<file path="src/rtl/led_breathe_pwm_pkg.sv">
// Shared types and constants for the LED breathing stage: FSM state encoding,
// mode values and a counter-width helper.
package led_breathe_pwm_pkg;

    typedef enum logic [2:0] {
        ST_IDLE      = 3'd0,
        ST_RAMP_UP   = 3'd1,
        ST_HOLD_HI   = 3'd2,
        ST_RAMP_DOWN = 3'd3,
        ST_HOLD_LO   = 3'd4,
        ST_FOLLOW    = 3'd5
    } led_state_t;

    localparam logic MODE_BREATHE = 1'b0;
    localparam logic MODE_FOLLOW  = 1'b1;

    // Width of a counter that counts 0..n-1 (at least one bit).
    function automatic int cnt_width(input int n);
        return (n <= 2) ? 1 : $clog2(n);
    endfunction

endpackage

</file>
<file path="src/rtl/led_breathe_pwm_pwm_core.sv">
// Free-running PWM counter with period-end flag and duty compare.
// The counter is held at zero whenever the stage is disabled.
module pwm_core #(
    parameter int PWM_BITS = 8
) (
    input  logic                clk,
    input  logic                rst,
    input  logic                en,
    input  logic [PWM_BITS-1:0] duty,
    output logic                period_end,
    output logic                pwm_on
);

    localparam logic [PWM_BITS-1:0] CNT_MAX = '1;

    logic [PWM_BITS-1:0] pwm_cnt_reg;

    always_ff @(posedge clk) begin
        if (rst || !en) begin
            pwm_cnt_reg <= '0;
        end else begin
            pwm_cnt_reg <= pwm_cnt_reg + PWM_BITS'(1);
        end
    end

    assign period_end = en && (pwm_cnt_reg == CNT_MAX);
    assign pwm_on     = (pwm_cnt_reg < duty);

endmodule

</file>
<file path="src/rtl/led_breathe_pwm.sv">
// LED drive stage: breathing duty sequencer (ramp up, hold, ramp down, hold)
// or FOLLOW mode gating a fixed brightness with the upstream blink bit.
module led_breathe_pwm
    import led_breathe_pwm_pkg::*;
#(
    parameter int PWM_BITS     = 8,
    parameter int STEP_PERIODS = 64,
    parameter int HOLD_STEPS   = 32
) (
    input  logic                clk,
    input  logic                rst,
    input  logic                en,
    input  logic                mode,
    input  logic [PWM_BITS-1:0] level,
    input  logic                blink_in,
    output logic                led,
    output logic [PWM_BITS-1:0] duty,
    output logic                step_strobe
);

    localparam int STEP_W = cnt_width(STEP_PERIODS);
    localparam int HOLD_W = cnt_width(HOLD_STEPS);

    localparam logic [STEP_W-1:0]   STEP_LAST = STEP_W'(STEP_PERIODS - 1);
    localparam logic [HOLD_W-1:0]   HOLD_LAST = HOLD_W'(HOLD_STEPS - 1);
    localparam logic [PWM_BITS-1:0] DUTY_MAX  = '1;
    localparam logic [PWM_BITS-1:0] DUTY_PEAK = {{(PWM_BITS-1){1'b1}}, 1'b0};
    localparam logic [PWM_BITS-1:0] DUTY_ONE  = PWM_BITS'(1);

    led_state_t          state_reg, state_next;
    logic [PWM_BITS-1:0] duty_reg, duty_next;
    logic [STEP_W-1:0]   step_cnt_reg, step_cnt_next;
    logic [HOLD_W-1:0]   hold_cnt_reg, hold_cnt_next;
    logic                blink_q_reg;
    logic                led_reg;
    logic                step_strobe_reg;

    logic period_end;
    logic pwm_on;
    logic step_hit;
    logic mode_mismatch;
    logic mode_change;
    logic step_event;

    pwm_core #(
        .PWM_BITS (PWM_BITS)
    ) u_pwm_core (
        .clk        (clk),
        .rst        (rst),
        .en         (en),
        .duty       (duty_reg),
        .period_end (period_end),
        .pwm_on     (pwm_on)
    );

    assign step_hit      = period_end && (step_cnt_reg == STEP_LAST);
    assign mode_mismatch = (state_reg == ST_FOLLOW) ? (mode == MODE_BREATHE)
                                                    : (mode == MODE_FOLLOW);
    // A mode change owns its period end: counters restart and no step is taken.
    assign mode_change   = (state_reg != ST_IDLE) && period_end && mode_mismatch;
    assign step_event    = step_hit && !mode_change;

    always_ff @(posedge clk) begin
        if (rst || !en) begin
            state_reg       <= ST_IDLE;
            duty_reg        <= '0;
            step_cnt_reg    <= '0;
            hold_cnt_reg    <= '0;
            blink_q_reg     <= 1'b0;
            led_reg         <= 1'b0;
            step_strobe_reg <= 1'b0;
        end else begin
            state_reg       <= state_next;
            duty_reg        <= duty_next;
            step_cnt_reg    <= step_cnt_next;
            hold_cnt_reg    <= hold_cnt_next;
            blink_q_reg     <= blink_in;
            led_reg         <= pwm_on && ((state_reg != ST_FOLLOW) || blink_q_reg);
            step_strobe_reg <= step_event;
        end
    end

    always_comb begin
        state_next    = state_reg;
        duty_next     = duty_reg;
        step_cnt_next = step_cnt_reg;
        hold_cnt_next = hold_cnt_reg;

        if (period_end) begin
            step_cnt_next = step_hit ? '0 : step_cnt_reg + STEP_W'(1);
        end

        if (mode_change) begin
            step_cnt_next = '0;
            hold_cnt_next = '0;
            if (mode == MODE_FOLLOW) begin
                state_next = ST_FOLLOW;
                duty_next  = level;
            end else begin
                state_next = ST_RAMP_UP;
                duty_next  = '0;
            end
        end else begin
            case (state_reg)
                ST_IDLE: begin
                    duty_next  = '0;
                    state_next = (mode == MODE_FOLLOW) ? ST_FOLLOW : ST_RAMP_UP;
                end
                ST_RAMP_UP: begin
                    if (step_event) begin
                        if (duty_reg == DUTY_PEAK) begin
                            duty_next     = DUTY_MAX;
                            hold_cnt_next = '0;
                            state_next    = ST_HOLD_HI;
                        end else begin
                            duty_next = duty_reg + PWM_BITS'(1);
                        end
                    end
                end
                ST_HOLD_HI, ST_HOLD_LO: begin
                    if (step_event) begin
                        if (hold_cnt_reg == HOLD_LAST) begin
                            hold_cnt_next = '0;
                            state_next    = (state_reg == ST_HOLD_HI) ? ST_RAMP_DOWN
                                                                      : ST_RAMP_UP;
                        end else begin
                            hold_cnt_next = hold_cnt_reg + HOLD_W'(1);
                        end
                    end
                end
                ST_RAMP_DOWN: begin
                    if (step_event) begin
                        if (duty_reg == DUTY_ONE) begin
                            duty_next     = '0;
                            hold_cnt_next = '0;
                            state_next    = ST_HOLD_LO;
                        end else begin
                            duty_next = duty_reg - PWM_BITS'(1);
                        end
                    end
                end
                ST_FOLLOW: begin
                    // Load only at the period boundary so a level change cannot glitch the pulse.
                    if (period_end) begin
                        duty_next = level;
                    end
                end
                default: begin
                    state_next = ST_IDLE;
                    duty_next  = '0;
                end
            endcase
        end
    end

    assign led         = led_reg;
    assign duty        = duty_reg;
    assign step_strobe = step_strobe_reg;

endmodule

</file>
<file path="config.mk">
export PLATFORM = sky130hd
export DESIGN_NAME = led_breathe_pwm
export DESIGN_NICKNAME = d
export VERILOG_FILES = /design/src/rtl/led_breathe_pwm_pkg.sv /design/src/rtl/led_breathe_pwm_pwm_core.sv /design/src/rtl/led_breathe_pwm.sv
export SDC_FILE = /design/constraint.sdc
export NUM_CORES = 1
export LEC_CHECK = 0
export CORE_MARGIN = 1
export CORE_UTILIZATION = 50
export CTS_BUF_LIST = sky130_fd_sc_hd__clkbuf_4 sky130_fd_sc_hd__clkbuf_8
export DETAILED_ROUTE_END_ITERATION = 12
export GPL_TIMING_DRIVEN = 0
export PLACE_DENSITY = 0.78
export SYNTH_ARGS = -nofsm -noshare
export SYNTH_HDL_FRONTEND = slang
export SYNTH_SLANG_ARGS = --single-unit
</file>
<file path="constraint.sdc">
create_clock -name clk -period 2.6 [get_ports clk]
set_input_delay 0.52 -clock clk [delete_from_list [all_inputs] [get_ports clk]]
set_output_delay 0.52 -clock clk [all_outputs]
set_load 0.005 [all_outputs]
</file>
Yosys cells after proc, flatten, opt, wreduce, memory -nomap -nowiden
Index checks and enable logic that the tools add are counted.
{ "totals": {"reg_bits": 33, "output_inout_bits": 10, "word_cells": 85} }
{ "op_classes": {"add_sub_neg": 5, "order_cmp": 1, "eq_ne": 25, "muxes": 27, "bitwise_logic": 1, "n_reduce_logical": 18} }
{ "op_table": {"columns": ["operator", "n"], "rows": [
  ["2-to-1 mux 8 bit", 7],
  ["case mux 8 bit (4 select lines)", 1],
  ["2-to-1 mux 5 bit", 6],
  ["2-to-1 mux 3 bit", 8],
  ["inequality test 3 bit, second input constant", 8],
  ["adder 8 x 1 -> 8 bit, second input constant", 2],
  ["equality test 8 bit, second input constant", 2],
  ["case mux 3 bit (5 select lines)", 1],
  ["case mux 5 bit (3 select lines)", 1],
  ["inequality test 2 bit, second input constant", 7],
  ["equality test 8 x 1 -> 1 bit, second input constant", 1],
  ["< comparator 8 bit", 1],
  ["subtractor 8 x 1 -> 8 bit, second input constant", 1],
  ["AND reduction 7 bit", 1],
  ["adder 6 x 1 -> 6 bit, second input constant", 1],
  ["equality test 3 x 2 -> 1 bit, second input constant", 2],
  ["equality test 3 bit, second input constant", 2],
  ["equality test 6 bit, second input constant", 1],
  ["logical AND 1 bit", 6],
  ["2-to-1 mux 6 bit", 1],
  ["AND reduction 6 bit", 1],
  ["nonzero test 3 bit", 2],
  ["adder 5 x 1 -> 5 bit, second input constant", 1],
  ["equality test 5 bit, second input constant", 1],
  ["9 further kinds", 12]
]} }

Depth between registers and ports, before layout
{ "depth": {"word_depth": 9, "ltp_mapped": 9, "ltp_nobuf": 8} }

By module
A second synthesis with hierarchy kept.
{ "hier_totals": {"cells_unflattened": 294, "area_unflattened_um2": 2369.8} }
{ "modules_own_cells": {"columns": ["module", "instances", "cells_per_inst", "area_per_inst_um2", "seq_area_each_um2"], "rows": [
  ["led_breathe_pwm", 1, 231, 1878.1, 500.5],
  ["pwm_core", 1, 63, 491.7, 160.2]
]} }

Worst setup path after synthesis
Ideal clock, no wire load.
{ "synth_timing": {"kind": "register -> register", "from": "register u_pwm_core.pwm_cnt_reg[0]", "to": "register state_reg[1]", "setup_ns": 0.071, "arrival_ns": 2.101, "path_slack_ns": 0.428, "path_stages_with_launch": 8, "path_buffers": 0, "synth_period_minus_slack_ns": 2.172, "path_cell_list": "dfxtp_1 ha_1 nand4_1 or4b_1 a211oi_1 a21oi_2 or3b_1 a21oi_1"} }
{ "synth_via": {"elab_chain_cells": 8, "elab_cells_between_ends": 16, "classes_between": "eq/ne: 8; mux: 1; reduce/logical: 7"} }
{ "synth_rtl": {"columns": ["element", "line_no", "source"], "rows": [
  ["start: declaration", "led_breathe_pwm_pwm_core.sv:16", "logic [PWM_BITS-1:0] pwm_cnt_reg;"],
  ["start signal: assignment", "led_breathe_pwm_pwm_core.sv:22", "pwm_cnt_reg <= pwm_cnt_reg + PWM_BITS'(1);"],
  ["equality test 8 bit *", "led_breathe_pwm_pwm_core.sv:26", "assign period_end = en && (pwm_cnt_reg == CNT_MAX);"],
  ["logical AND 1 bit *", "led_breathe_pwm_pwm_core.sv:26", null],
  ["logical AND 1 bit (2 in a row)", "led_breathe_pwm.sv:60", "assign mode_change = (state_reg != ST_IDLE) && period_end && mode_mismatch;"],
  ["logical NOT 1 bit", "led_breathe_pwm.sv:61", "assign step_event = step_hit && !mode_change;"],
  ["logical AND 1 bit", "led_breathe_pwm.sv:61", null],
  ["inequality test 3 bit (no source line)", null, null],
  ["AND reduction 7 bit (no source line)", null, null],
  ["end signal: assignment", "led_breathe_pwm.sv:73", "state_reg <= state_next;"],
  ["end: declaration", "led_breathe_pwm.sv:30", "led_state_t state_reg, state_next;"]
]} }
Every way passes the cells marked *; elsewhere a longest branch is shown, timed or not.
A chain may end at the register's enable or synchronous reset.

Final worst setup path
{ "layout_timing": {"from": "input port en", "to": "register duty_reg[3], in the netlist duty[3]"} }
{ "layout_via": {"elab_chain_cells": 7, "elab_cells_between_ends": 14, "classes_between": "eq/ne: 4; mux: 1; reduce/logical: 9"} }
{ "layout_rtl": {"columns": ["element", "line_no", "source"], "rows": [
  ["start: declaration", "led_breathe_pwm.sv:12", "input logic en,"],
  ["logical AND 1 bit", "led_breathe_pwm_pwm_core.sv:26", null],
  ["logical AND 1 bit (2 in a row)", "led_breathe_pwm.sv:60", null],
  ["logical NOT 1 bit", "led_breathe_pwm.sv:61", null],
  ["logical AND 1 bit", "led_breathe_pwm.sv:61", null],
  ["inequality test 3 bit (no source line)", null, null],
  ["AND reduction 4 bit (no source line)", null, null],
  ["end signal: assignment", "led_breathe_pwm.sv:74", "duty_reg <= duty_next;"],
  ["end: declaration", "led_breathe_pwm.sv:31", "logic [PWM_BITS-1:0] duty_reg, duty_next;"]
]} }
Several ways; a longest one is shown, not always the timed one.

==> results.tsv <==
stage	metric	value	unit
critical_path	crit_path_max_fanout	10	
yosys	synthDistinctLibCells	55	
clock_network	cts.htree.levels	2	
sta	rsz0062_at_grt	false	
sta	hold_viol	0	
layout	layout.nets	343	
yosys	synth_area_leaders	dfxtp_1 (29%), ha_1 (8.3%), a21oi_1 (5.7%)	
yosys	synth-async-reset-ratio	0	
clock_network	root_buffer	clkbuf_8	
yosys	synth_flop_cell	dfxtp_1	
route	dr.pass1.iters	5	
critical_path	path_class	in -> reg	
grt	grt_pass1_wl	8.94	mm
sta	worst_pin_slew	0.842	ns
place	placed_area	2540	um^2
sta	max_freq	0.416	GHz
yosys	ys_ff_latch	33	
yosys	avgSynthCellArea	7.93	um^2
floorplanning	die_y	69.3	um
yosys	yosysSeqAreaShare	0.291	
sta	setup_viol	0	
min_path	hold_end	hold_cnt_reg[4]$_SDFFE_PP0P_	
layout	final_area	2660	um^2
sta	clock_skew	0.0108	ns
clock_network	clock_latency	0.29	ns
layout	final_util	0.611	
clock_network	cts.path.max_buffers	2	
critical_path	max_stage_delay	0.50	ns
clock_network	numCtsBuffers	5	
grt	grt_pass1_vias	1967	
critical_path	critical-path-top-delay-family	buffers and inverters	
route	via_count	2130	
clock_network	cts.clk_slew.worst_paths	0.08	ns
place	io_buffers	21	
critical_path	worst_setup_path_start_kind	primary input	
min_path	hp-class	reg -> reg	
job	maxCapViolCount	0	
min_path	holdCritStartpoint	hold_cnt_reg[4]$_SDFFE_PP0P_	
clock_network	cts_sinks	33	
layout	drive_gt1_frac	0.0854	
yosys	yosysWarningCount	0	
layout	regArea	661	um^2
sta	holdWs	0.483	ns
yosys	yosysTopAreaCellShare	0.291	
layout	final.fill_count	389	
power	p_leak	0.960	nW
grt	grt_max_degree	12	
power	powerDensity	528	nW/um^2
route	antenna_left	0	
floorplanning	die_w	69.3	um
layout	area_growth_syn_to_layout	17.4	%
route	drt-vias-per-instance	5.79	
floorplanning	start_util	0.521	
route	drc	0	
critical_path	r2r_slack	0.23	ns
clock_network	tritoncts	done	
critical_path	crit_arrival	2.63	ns
critical_path	rr_endpoint	duty[3]$_SDFFE_PP0P_	
critical_path	rr_startpoint	u_pwm_core.pwm_cnt_reg[0]$_SDFF_PP0_	
sta	relSlewSlack	0.434	
min_path	whs_path_depth	2	
layout	multiInputGateArea	1510	um^2
yosys	synth-edff-count	0	
run_status	status	completed	
place	hpwl	3.80	mm
sta	layout_worst_path_cycle_share	0.925	
sta	tns	0	ns
floorplanning	ios	23	
sta	fin_crit	2.41	ns
grt	gr-total-overflow	0	
yosys	postSynthCellCount	286	
critical_path	cpMaxStageDelayCell	clkdlybuf4s50_1	
place	place_congestion	0.849	
floorplanning	dieArea	4810	um^2
yosys	yosysMostFrequentCell	dfxtp_1	
grt	antenna_found_initial	0	
critical_path	path_buf_inv	3	
route	post_drt_wl_per_cell	13.8	um
floorplanning	row_count	24	
critical_path	cp.required	2.82	ns
route	drt_iter0_markers	206	
critical_path	critPathCaptureType	register	
yosys	yosys.area.top_type	dfxtp_1	
sta	maxSlewViolCount	0	
yosys	ys_top_cells_by_count	dfxtp_1 (33), a21oi_1 (26), nor2_1 (25)	
power	ir_drop	0.325	mV
yosys	syn_area	2270	um^2
grt	grt.total_usage	0.230	
floorplanning	coreArea	4350	um^2
clock_network	cts-hold-fix-buffers	0	
layout	diodes	0	
route	drt-total-wl	5.09	mm
critical_path	reg2reg_depth	8	
yosys	syn_nets	314	
critical_path	path_cells	clkdlybuf4s50_1, nand4_1, or2_1, clkbuf_1, o311ai_4, clkbuf_2, o21ai_0, a21oi_1	
-- worst min-delay path, cell delays in order, from the launching register on --
cell and delay, ns:
dfxtp_1 0.32, nand2b_1 0.07, a21oi_1 0.05
-- stage by stage --
| step | cells | total power, W | worst slack, ns |
|---|---|---|---|
| CTS | 367 | 0.00140 | 0.0475 |
| floorplan | 286 | 0.000883 | 0.428 |
| global route | 368 | 0.00149 | 0.00130 |
| global placement | 359 | 0.000992 | -0.318 |
| finish | 368 | 0.00141 | 0.194 |
| detailed placement | 359 | 0.00100 | -0.377 |
-- kinds of logic (layout without fill, tap and decap cells) --
| group | after synthesis | in the layout | synth area share |
|---|---|---|---|
| AO/OA/AOI/OAI | 77 | 77 | 0.226 |
| XOR/XNOR | 21 | 21 | 0.0811 |
| adder cells (fa/ha/maj) | 15 | 15 | 0.0828 |
| buffers and inverters | 29 | 59 | 0.0541 |
| flip-flops | 33 | 33 | 0.291 |
| multiplexers | 1 | 1 | 0.00442 |
| AND/OR/NAND/NOR | 110 | 110 | 0.260 |
-- worst max-delay path by stage --
| stage | start | to | slack, ns | cells after the start |
|---|---|---|---|---|
| after global routing | u_pwm_core.pwm_cnt_reg[0]$_SDFF_PP0_ | duty[3]$_SDFFE_PP0P_ | 0.001 | 8 |
| after global placement | en | duty[2]$_SDFFE_PP0P_ | -0.32 | 8 |
| after floorplan | u_pwm_core.pwm_cnt_reg[0]$_SDFF_PP0_ | state_reg[1]$_SDFFE_PP0P_ | 0.43 | 7 |
| final | en | duty[3]$_SDFFE_PP0P_ | 0.19 | 8 |
| after detailed placement | en | duty[3]$_SDFFE_PP0P_ | -0.38 | 8 |
| after CTS | en | duty[3]$_SDFFE_PP0P_ | 0.05 | 8 |
-- per-layer routing --
layer | track usage | up-vias | share of wire | routed length (um)
met4 | 0.0998 | 0 | 0.016 | 81
met5 | 0 | - | 0 | 0
met1 | 0.298 | 992 | 0.48 | 2460
met2 | 0.368 | 43 | 0.46 | 2360
li1 | - | 1088 | - | -
met3 | 0.0480 | 7 | 0.039 | 198
-- layout make-up --
| type | count | area share |
|---|---|---|
| inverter | 12 | 0.0169 |
| tap | 52 | 0.0244 |
| multi-input combinational | 224 | 0.566 |
| timing repair buffer | 22 | 0.0818 |
| clock buffer | 5 | 0.0258 |
| buffer | 17 | 0.0301 |
| sequential | 33 | 0.248 |
| clock inverter | 3 | 0.00658 |
-- timing repair --
item	4_1_cts	5_1_grt
pin swaps	0	2
resized for setup	1	6
setup buffers	0	1
setup endpoints to repair	3	19
-- cells in the final DEF (no fill, tap or decap), types with 9 or more instances in the layout --
| cell | Yosys | final |
|---|---|---|
| clkdlybuf4s50_1 | 0 | 21 |
| nand2_1 | 18 | 18 |
| xor2_1 | 9 | 9 |
| nor3_1 | 9 | 9 |
| nor2_1 | 25 | 25 |
| inv_1 | 12 | 12 |
| xnor2_1 | 12 | 12 |
| ha_1 | 15 | 15 |
| a21oi_1 | 26 | 26 |
| nand3_1 | 15 | 15 |
| clkbuf_1 | 12 | 10 |
| dfxtp_1 | 33 | 33 |
| o21ai_0 | 16 | 16 |
-- report_power, final --
part	total, W	internal, W	leakage, nW	switching [W]
sequential	0.000557	0.000528	0.267	0.0000288
clock	0.000392	0.000185	0.0439	0.000208
combinational	0.000456	0.000213	0.649	0.000243
total	0.00141	0.000926	0.960	0.000479
No activity file was read; power rests on OpenSTA's default activity.
